`config.mk`:
```
export PLATFORM = sky130hd
export DESIGN_NAME = g_reg_sb
export DESIGN_NICKNAME = d
export VERILOG_FILES = /design/src/rtl/g_reg_sb_pkg.sv /design/src/rtl/g_reg_sb_entry.sv /design/src/rtl/g_reg_sb.sv
export SDC_FILE = /design/constraint.sdc
export NUM_CORES = 1
export LEC_CHECK = 0
export ABC_AREA = 1
export ABC_CLOCK_PERIOD_IN_PS = 2250
export CAP_MARGIN = 15
export CORE_MARGIN = 4
export CORE_UTILIZATION = 56
export CTS_CLUSTER_SIZE = 25
export DETAILED_ROUTE_END_ITERATION = 12
export GPL_ROUTABILITY_DRIVEN = 0
export PLACE_DENSITY = 0.88
export SYNTH_ARGS = -nofsm -noshare
export SYNTH_HDL_FRONTEND = slang
export SYNTH_HIERARCHICAL = 1
export SYNTH_SLANG_ARGS = --single-unit
```
`constraint.sdc`:
```
create_clock -name clk -period 2.25 [get_ports clk]
set_input_delay 0.675 -clock clk [delete_from_list [all_inputs] [get_ports clk]]
set_output_delay 0.675 -clock clk [all_outputs]
set_load 0.02 [all_outputs]
```
`src/rtl/g_reg_sb_pkg.sv`:
```
// Register scoreboard shared definitions: default parameters and width helpers.
// Latency: n/a (compile-time constants and functions only).
// Backpressure: n/a.
//
// Used by g_reg_sb and g_reg_sb_entry. Optional feature macro: G_REG_SB_BYPASS_EN
// (handled in g_reg_sb; nothing in this package depends on it).
package g_reg_sb_pkg;

  // Default configuration of the scoreboard.
  localparam int G_REG_SB_W_OPR_DEF    = 32;
  localparam int G_REG_SB_N_REG_DEF    = 16;
  localparam int G_REG_SB_N_RP_DEF     = 2;
  localparam int G_REG_SB_MAX_PEND_DEF = 3;

  // Ceiling log2; returns 0 for val <= 1.
  function automatic int f_clog2(input int val);
    int res;
    res = 0;
    while ((1 << res) < val) begin
      res = res + 1;
    end
    return res;
  endfunction

  // Register-address width for a power-of-two register count.
  function automatic int f_w_rd(input int n_reg);
    return f_clog2(n_reg);
  endfunction

  // Pending-counter width: must hold the values 0..max_pend inclusive.
  function automatic int f_w_pend(input int max_pend);
    return f_clog2(max_pend + 1);
  endfunction

endpackage

```
`src/rtl/g_reg_sb_entry.sv`:
```
// One scoreboard entry: data word plus saturating-free pending-reservation counter.
// Latency: data and counter update at the rising edge after the request; outputs are the stored state.
// Backpressure: none here; the top only presents reserves that fit below MAX_PEND.
//
// Ports:
//   clk, reset        rising-edge clock, asynchronous active-low reset
//   rsv_i             accepted reservation aimed at this entry
//   wb_i              writeback aimed at this entry
//   flush_i           clear the pending counter
//   result_i          writeback data
//   data_o, pend_o    stored data word and pending count
module g_reg_sb_entry
  import g_reg_sb_pkg::*;
#(
  parameter int W_OPR  = G_REG_SB_W_OPR_DEF,
  parameter int W_PEND = f_w_pend(G_REG_SB_MAX_PEND_DEF)
) (
  input  logic              clk,
  input  logic              reset,
  input  logic              rsv_i,
  input  logic              wb_i,
  input  logic              flush_i,
  input  logic [W_OPR-1:0]  result_i,
  output logic [W_OPR-1:0]  data_o,
  output logic [W_PEND-1:0] pend_o
);

  logic [W_OPR-1:0]  data_q, data_d;
  logic [W_PEND-1:0] pend_q, pend_d;

  // Data always follows a writeback, even during a flush or with no reservation.
  always_comb begin
    data_d = data_q;
    if (wb_i) begin
      data_d = result_i;
    end
  end

  // A reserve and a writeback in the same cycle cancel out. A writeback with no
  // reservation leaves the count at zero (the top flags that as an error).
  always_comb begin
    pend_d = pend_q;
    if (flush_i) begin
      pend_d = '0;
    end else if (rsv_i && !wb_i) begin
      pend_d = pend_q + W_PEND'(1);
    end else if (wb_i && !rsv_i && (pend_q != '0)) begin
      pend_d = pend_q - W_PEND'(1);
    end
  end

  always_ff @(posedge clk or negedge reset) begin
    if (!reset) begin
      data_q <= '0;
      pend_q <= '0;
    end else begin
      data_q <= data_d;
      pend_q <= pend_d;
    end
  end

  assign data_o = data_q;
  assign pend_o = pend_q;

endmodule

```
`src/rtl/g_reg_sb.sv`:
```
// Register scoreboard: register file with per-register pending-write counters and N_RP read ports.
// Latency: reads and w_full_o are combinational; reserve/writeback/flush take effect at the next edge.
// Backpressure: w_full_o high means a reserve of w_reserve_r_i is dropped this cycle; no other stalls.
//
// Ports:
//   clk, reset                    rising-edge clock, asynchronous active-low reset
//   w_reserve_i, w_reserve_r_i    reservation request and target register
//   w_full_o                      target register already holds MAX_PEND reservations
//   r_i, r_opr_o, reserved_o      flattened read addresses / data / busy flags, port k at [k*W +: W]
//   wb_i, wb_r_i, result_i        writeback valid, register, data
//   flush_i                       drop every reservation
//   err_o                         sticky: writeback hit a register with no reservation
//
// Optional feature: define G_REG_SB_BYPASS_EN to forward a same-cycle writeback to
// matching read ports (data and post-update busy flag). Without it reads see stored state only.
module g_reg_sb
  import g_reg_sb_pkg::*;
#(
  parameter int W_OPR    = G_REG_SB_W_OPR_DEF,
  parameter int N_REG    = G_REG_SB_N_REG_DEF,
  parameter int N_RP     = G_REG_SB_N_RP_DEF,
  parameter int MAX_PEND = G_REG_SB_MAX_PEND_DEF,
  localparam int W_RD    = f_w_rd(N_REG),
  localparam int W_PEND  = f_w_pend(MAX_PEND)
) (
  input  logic                  clk,
  input  logic                  reset,
  input  logic                  w_reserve_i,
  input  logic [W_RD-1:0]       w_reserve_r_i,
  output logic                  w_full_o,
  input  logic [N_RP*W_RD-1:0]  r_i,
  output logic [N_RP*W_OPR-1:0] r_opr_o,
  output logic [N_RP-1:0]       reserved_o,
  input  logic                  wb_i,
  input  logic [W_RD-1:0]       wb_r_i,
  input  logic [W_OPR-1:0]      result_i,
  input  logic                  flush_i,
  output logic                  err_o
);

  logic [W_OPR-1:0]  ent_data [N_REG];
  logic [W_PEND-1:0] ent_pend [N_REG];

  logic rsv_acc;
  logic err_q, err_d;

  // Fullness looks at the stored count only, so a writeback in the same cycle
  // does not make room for a reserve.
  assign w_full_o = (ent_pend[w_reserve_r_i] == W_PEND'(MAX_PEND));
  assign rsv_acc  = w_reserve_i && !w_full_o && !flush_i;

  for (genvar g = 0; g < N_REG; g++) begin : g_ent
    g_reg_sb_entry #(
      .W_OPR  (W_OPR),
      .W_PEND (W_PEND)
    ) u_entry (
      .clk      (clk),
      .reset    (reset),
      .rsv_i    (rsv_acc && (w_reserve_r_i == W_RD'(g))),
      .wb_i     (wb_i && (wb_r_i == W_RD'(g))),
      .flush_i  (flush_i),
      .result_i (result_i),
      .data_o   (ent_data[g]),
      .pend_o   (ent_pend[g])
    );
  end

  // Sticky error; a flush does not clear it, only reset does.
  always_comb begin
    err_d = err_q;
    if (wb_i && (ent_pend[wb_r_i] == '0)) begin
      err_d = 1'b1;
    end
  end

  always_ff @(posedge clk or negedge reset) begin
    if (!reset) begin
      err_q <= 1'b0;
    end else begin
      err_q <= err_d;
    end
  end

  assign err_o = err_q;

`ifdef G_REG_SB_BYPASS_EN
  // Busy flag of the writeback register after this edge: flush empties it; a
  // matching accepted reserve cancels the writeback; otherwise the count drops
  // by one (or stays at zero).
  logic wb_rsvd_nxt;
  assign wb_rsvd_nxt = !flush_i &&
                       ((rsv_acc && (w_reserve_r_i == wb_r_i)) ? (ent_pend[wb_r_i] != '0)
                                                               : (ent_pend[wb_r_i] > W_PEND'(1)));
`endif

  for (genvar k = 0; k < N_RP; k++) begin : g_rd
    logic [W_RD-1:0] addr;
    assign addr = r_i[k*W_RD +: W_RD];
`ifdef G_REG_SB_BYPASS_EN
    logic byp_hit;
    assign byp_hit = wb_i && (addr == wb_r_i);
    assign r_opr_o[k*W_OPR +: W_OPR] = byp_hit ? result_i : ent_data[addr];
    assign reserved_o[k]             = byp_hit ? wb_rsvd_nxt : (ent_pend[addr] != '0);
`else
    assign r_opr_o[k*W_OPR +: W_OPR] = ent_data[addr];
    assign reserved_o[k]             = (ent_pend[addr] != '0);
`endif
  end

endmodule

```
==> results of run 1 <==
==> synth_stat cells (all sizes together) <==
cell,instances
nor2,112
o21ai,320
buf,217
mux2i,38
nand2,2140
nand4,32
dfrtp,545
nand3,293
a22oi,2
a21oi,251
inv,331
clkbuf,111
o211ai,281
clkinv,1
or2,6
o21bai,1
o221ai,6
nor3,2
==> logic make-up after synthesis <==
logic type,after synthesis
AO/OA/AOI/OAI,861
flip-flops,545
buffers and inverters,660
multiplexers,38
AND/OR/NAND/NOR,2585
==> metal layers <==
layer	overflow	GRT usage
met3	0	0.7922
met2	1	0.8814
met5	0	0.6819
met4	5	0.7621
met1	1	0.7679
==> timing repair <==
| item | in CTS |
|---|---|
| pin swaps | 171 |
| cloned | 44 |
| gates resized for setup | 741 |
| hold endpoints to repair | 15 |
| setup buffers | 42 |
| hold buffers | 1 |
| setup endpoints to repair | 80 |
==> through the flow <==
stage                     utilization  instances
after CTS                      0.7317       5771
after detailed placement       0.6521       5578
after global placement         0.6521       5578
after floorplan                     -       4689
==> impl_metrics.toml, run 1 <==
[run_status]
status = "stopped before the end"
stop_stage = "global routing"
error = "[ERROR GRT-0232] Routing congestion too high. Check the congestion heatmap in the GUI."

[synthesis]
netlist_top_cells_area = "dfrtp_1 (42%), nand2_1 (24%), o211ai_1 (6.5%)"
yosys.area_share.xor_xnor = 0
yosys.area.top_type = "dfrtp_1"
syn_inst = 4689
synthAdderAreaFrac = 0
synthMuxAreaShare = 0.01173
yosysWarnings = 6
syn_area_um2 = 32410
synth_simple_gate_area_frac = 0.3208
synth.distinct_cells = 28
ys_ff_latch = 545
synthesis.nets = 4742
synth_compound_area_frac = 0.1574
synth_area_per_cell_um2 = 6.913
netlist.area_leader.share = 0.4207
ys_seq_area_frac = 0.4207
synth_top_family_by_area = "simple AND/OR/NAND/NOR gates"

[global_route]
overflow = 7
track_usage = 0.8023
antenna_found_initial = 19
grt_max_degree = 94

[place]
place_hpwl_mm = 74.54
placed_area_um2 = 37050
io_buffers = 120
place_ws_ns = -0.9547

[timing]
worstEpCategory = "output port"
worst_endpoint = "r_opr_o[4]"

[floorplanning]
ioPinCount = 121
initial_core_util = 0.5705
num_rows = 87
die_x_um = 248.6
die_h_um = 248.6

[cts]
clock_path_buffers = 3
htree_levels = 2
cts.sink_count = 545
cts_buffers = 57
clockRootBuffer = "clkbuf_16"
==> run 2: changes to the inputs <==
--- a/config.mk
+++ b/config.mk
@@ -6,14 +6,13 @@
 export NUM_CORES = 1
 export LEC_CHECK = 0
 export ABC_AREA = 1
-export ABC_CLOCK_PERIOD_IN_PS = 2250
+export ABC_CLOCK_PERIOD_IN_PS = 2900
 export CAP_MARGIN = 15
 export CORE_MARGIN = 4
-export CORE_UTILIZATION = 56
-export CTS_CLUSTER_SIZE = 25
+export CORE_UTILIZATION = 40
 export DETAILED_ROUTE_END_ITERATION = 12
 export GPL_ROUTABILITY_DRIVEN = 0
-export PLACE_DENSITY = 0.88
+export PLACE_DENSITY_LB_ADDON = 0.15
 export SYNTH_ARGS = -nofsm -noshare
 export SYNTH_HDL_FRONTEND = slang
 export SYNTH_HIERARCHICAL = 1
==> constraint.sdc (replaced) <==
create_clock -name clk -period 2.9 [get_ports clk]
set_input_delay 0.87 -clock clk [delete_from_list [all_inputs] [get_ports clk]]
set_output_delay 0.87 -clock clk [all_outputs]
set_load 0.02 [all_outputs]
==> run 2 against run 1 <==
  * The flow now finishes, with violations (negative setup slack)
  * Area after synthesis unchanged
  * Synthesized cell count is the same
==> impl_metrics.toml, run 2 <==
[detailed_routing]
post-route-drc-count = 0
wire_per_inst_um = 22.68
dr.pass1.iters = 6
vias = 33840
drt_iter0_drc = 3987
routed_wl_mm = 137.0
drtAntennaViolNets = 0
avgViaCountPerCell = 5.603

[power_and_ir_drop]
power_mw = 24.86
power_density_nw_per_um2 = 588.4
irDropWorstVdd_mv = 0.4022
p_leak_nw = 20.95

[flow_run]
cap_violations = 0

[critical_path]
critPathMaxFanout = 7
worstReg2RegEnd = "g_ent[3].u_entry/pend_o[1]"
critPathKind = "primary input to output port"
required_ns = 2.03
ff2ff_setup_slack_ns = 0.86
reg2regPathDepth = 16
start_kind = "primary input"
cp_data_arrival_time_ns = 2.24
critPathCaptureType = "output port"
rr_startpoint = "g_ent[15].u_entry/pend_o[0]"

[timing]
finalCriticalPeriod_ns = 3.114
max_slew_margin = 0.4448
finClkSkew_ns = 0.01552
slew_viol_final = 0
rsz0062_at_grt = "yes"
fin_ws_ns = -0.2139
hold_viol = 0
whs_ns = 0.1623
fmax_mhz = 321.1
final.setup.tns_ns = -4.674
tightest_slew_ns = 0.8301
finalCritPeriodShare = 1.074
final-setup-viol-count = 52

[finish]
fillerInstances = 7667
largest_reg_flops = 512
drive_gt1_frac = 0.1791
syn_to_final_growth_pct = 30.34
final_common_cell = "nand2_1"
nets = 4982
mostFrequentLayoutCells = "nand2_1 (2050), dfrtp_1 (535), inv_1 (292), o211ai_1 (281), nand3_1 (249)"

[synthesis]
synthesis.nets = 4742
synth_top_family_by_area = "simple AND/OR/NAND/NOR gates"
async_flop_share = 1.000
syn_inst = 4689
synth_simple_gate_area_frac = 0.3208
synth.distinct_cells = 28
netlist.area_leader.share = 0.4207
synthMuxAreaShare = 0.01173
synth_ff_type = "dfrtp_1"
ys_ff_latch = 545
synth_compound_area_frac = 0.1574
synthAdderAreaFrac = 0
yosys.area.top_type = "dfrtp_1"
synth_commonest_cells = "nand2_1 (2106), dfrtp_1 (545), o21ai_0 (320)"
synth_edf_count = 0
netlist_top_cells_area = "dfrtp_1 (42%), nand2_1 (24%), o211ai_1 (6.5%)"
yosysWarnings = 6
synth_most_common_cell = "nand2_1"
yosys.area_share.xor_xnor = 0
syn_area_um2 = 32410
synth_area_per_cell_um2 = 6.913
ys_seq_area_frac = 0.4207

[global_route]
grt_pass1_wl_mm = 200.7
grt_pass1_vias = 31150
overflow = 0
grt_max_degree = 91
track_usage = 0.3065
antenna_found_initial = 4

[floorplanning]
die_h_um = 292.7
ioPinCount = 121
initial_core_util = 0.4031
num_rows = 104
core_um2 = 80420
die-area_um2 = 85660
die_x_um = 292.7

[cts]
cts_tree = "yes"
ctsHoldBuffers = 0
cts_buffers = 69
clk_pin_slew_ns = 0.05
htree_levels = 3
clock_latency_ns = 0.61
clock_path_buffers = 3
clockRootBuffer = "clkbuf_16"
cts.sink_count = 545

[run_status]
status = "finished, violations left"
failed_checks = "negative setup slack"

[place]
io_buffers = 120
place_hpwl_mm = 81.82

[min_path]
hp-class = "primary input to async pin"
run 2: routing by layer:
layer	up-vias	GRT usage	share of wire
met2	1643	0.4599	0.44
met5	-	0	0
met1	16172	0.4378	0.43
met3	312	0.06847	0.094
li1	15713	-	-
met4	0	0.1052	0.034
run 2: cells by family (layout without fill, tap and decap cells):
logic type / count (synthesis) / count (layout)
AO/OA/AOI/OAI: 861 / 861
buffers and inverters: 660 / 947
flip-flops: 545 / 545
multiplexers: 38 / 38
other: 0 / 4
AND/OR/NAND/NOR: 2585 / 2585
run 2: worst max-delay path: stages:
cell and delay (ns):
buf_16 0.14, inv_6 0.04, buf_12 0.14, buf_8 0.12
buf_6 0.13, o21ai_1 0.12, o21ai_0 0.11, o211ai_1 0.23
nand2_1 0.15, buf_6 0.16
run 2: worst max-delay path by stage:
stage                           startpoint     endpoint  slack [ns]  cells past startpoint
after detailed placement  w_reserve_r_i[0]     w_full_o       -0.73                     13
after CTS                           r_i[1]  r_opr_o[18]       -0.17                      9
after global placement    w_reserve_r_i[0]     w_full_o       -0.75                     13
final                               r_i[0]   r_opr_o[1]       -0.21                     10
after global routing                r_i[0]   r_opr_o[1]       -0.30                     10
after floorplan                     r_i[1]  r_opr_o[13]        0.09                      7
run 2: power breakdown:
part	switching [mW]	total, mW	internal, mW
registers	1.08	10.2	9.08
clock network	3.52	8.85	5.34
logic	3.47	5.85	2.38
run 2: stage by stage:
stage          setup WS (ns)    util  cells  area, um2
6_report             -0.2139  0.5254   6040      42250
5_1_grt              -0.3020  0.5253   6038      42240
4_1_cts              -0.1731  0.5093   6002      40960
3_5_place_dp         -0.7312  0.4572   5821      36770
3_3_place_gp         -0.7481  0.4572   5821      36770
2_1_floorplan        0.08968       -   4689      32410
run 2: layout make-up:
| cell class | count | area, um2 | area share |
|---|---|---|---|
| Timing Repair inverter | 1 | 5.005 | 0.0001185 |
| Clock buffer | 103 | 2058 | 0.04872 |
| Multi-Input combinational cell | 3484 | 16800 | 0.3976 |
| Antenna cell | 4 | 10.01 | 0.0002369 |
| Tap cell | 1060 | 1326 | 0.03139 |
| Sequential cell | 545 | 13650 | 0.3231 |
| Inverter | 332 | 1309 | 0.03098 |
| Clock inverter | 15 | 222.7 | 0.005271 |
| Timing Repair Buffer | 496 | 6870 | 0.1626 |
run 2: timing repair:
item                       4_1_cts  5_1_grt
cloned                          27       26
buffers inserted                36       14
gates resized for setup        614      286
hold endpoints to repair         0        0
pin swaps                      117      175
setup endpoints to repair       67       67
Note: power is estimated with default switching activity, not from simulation.
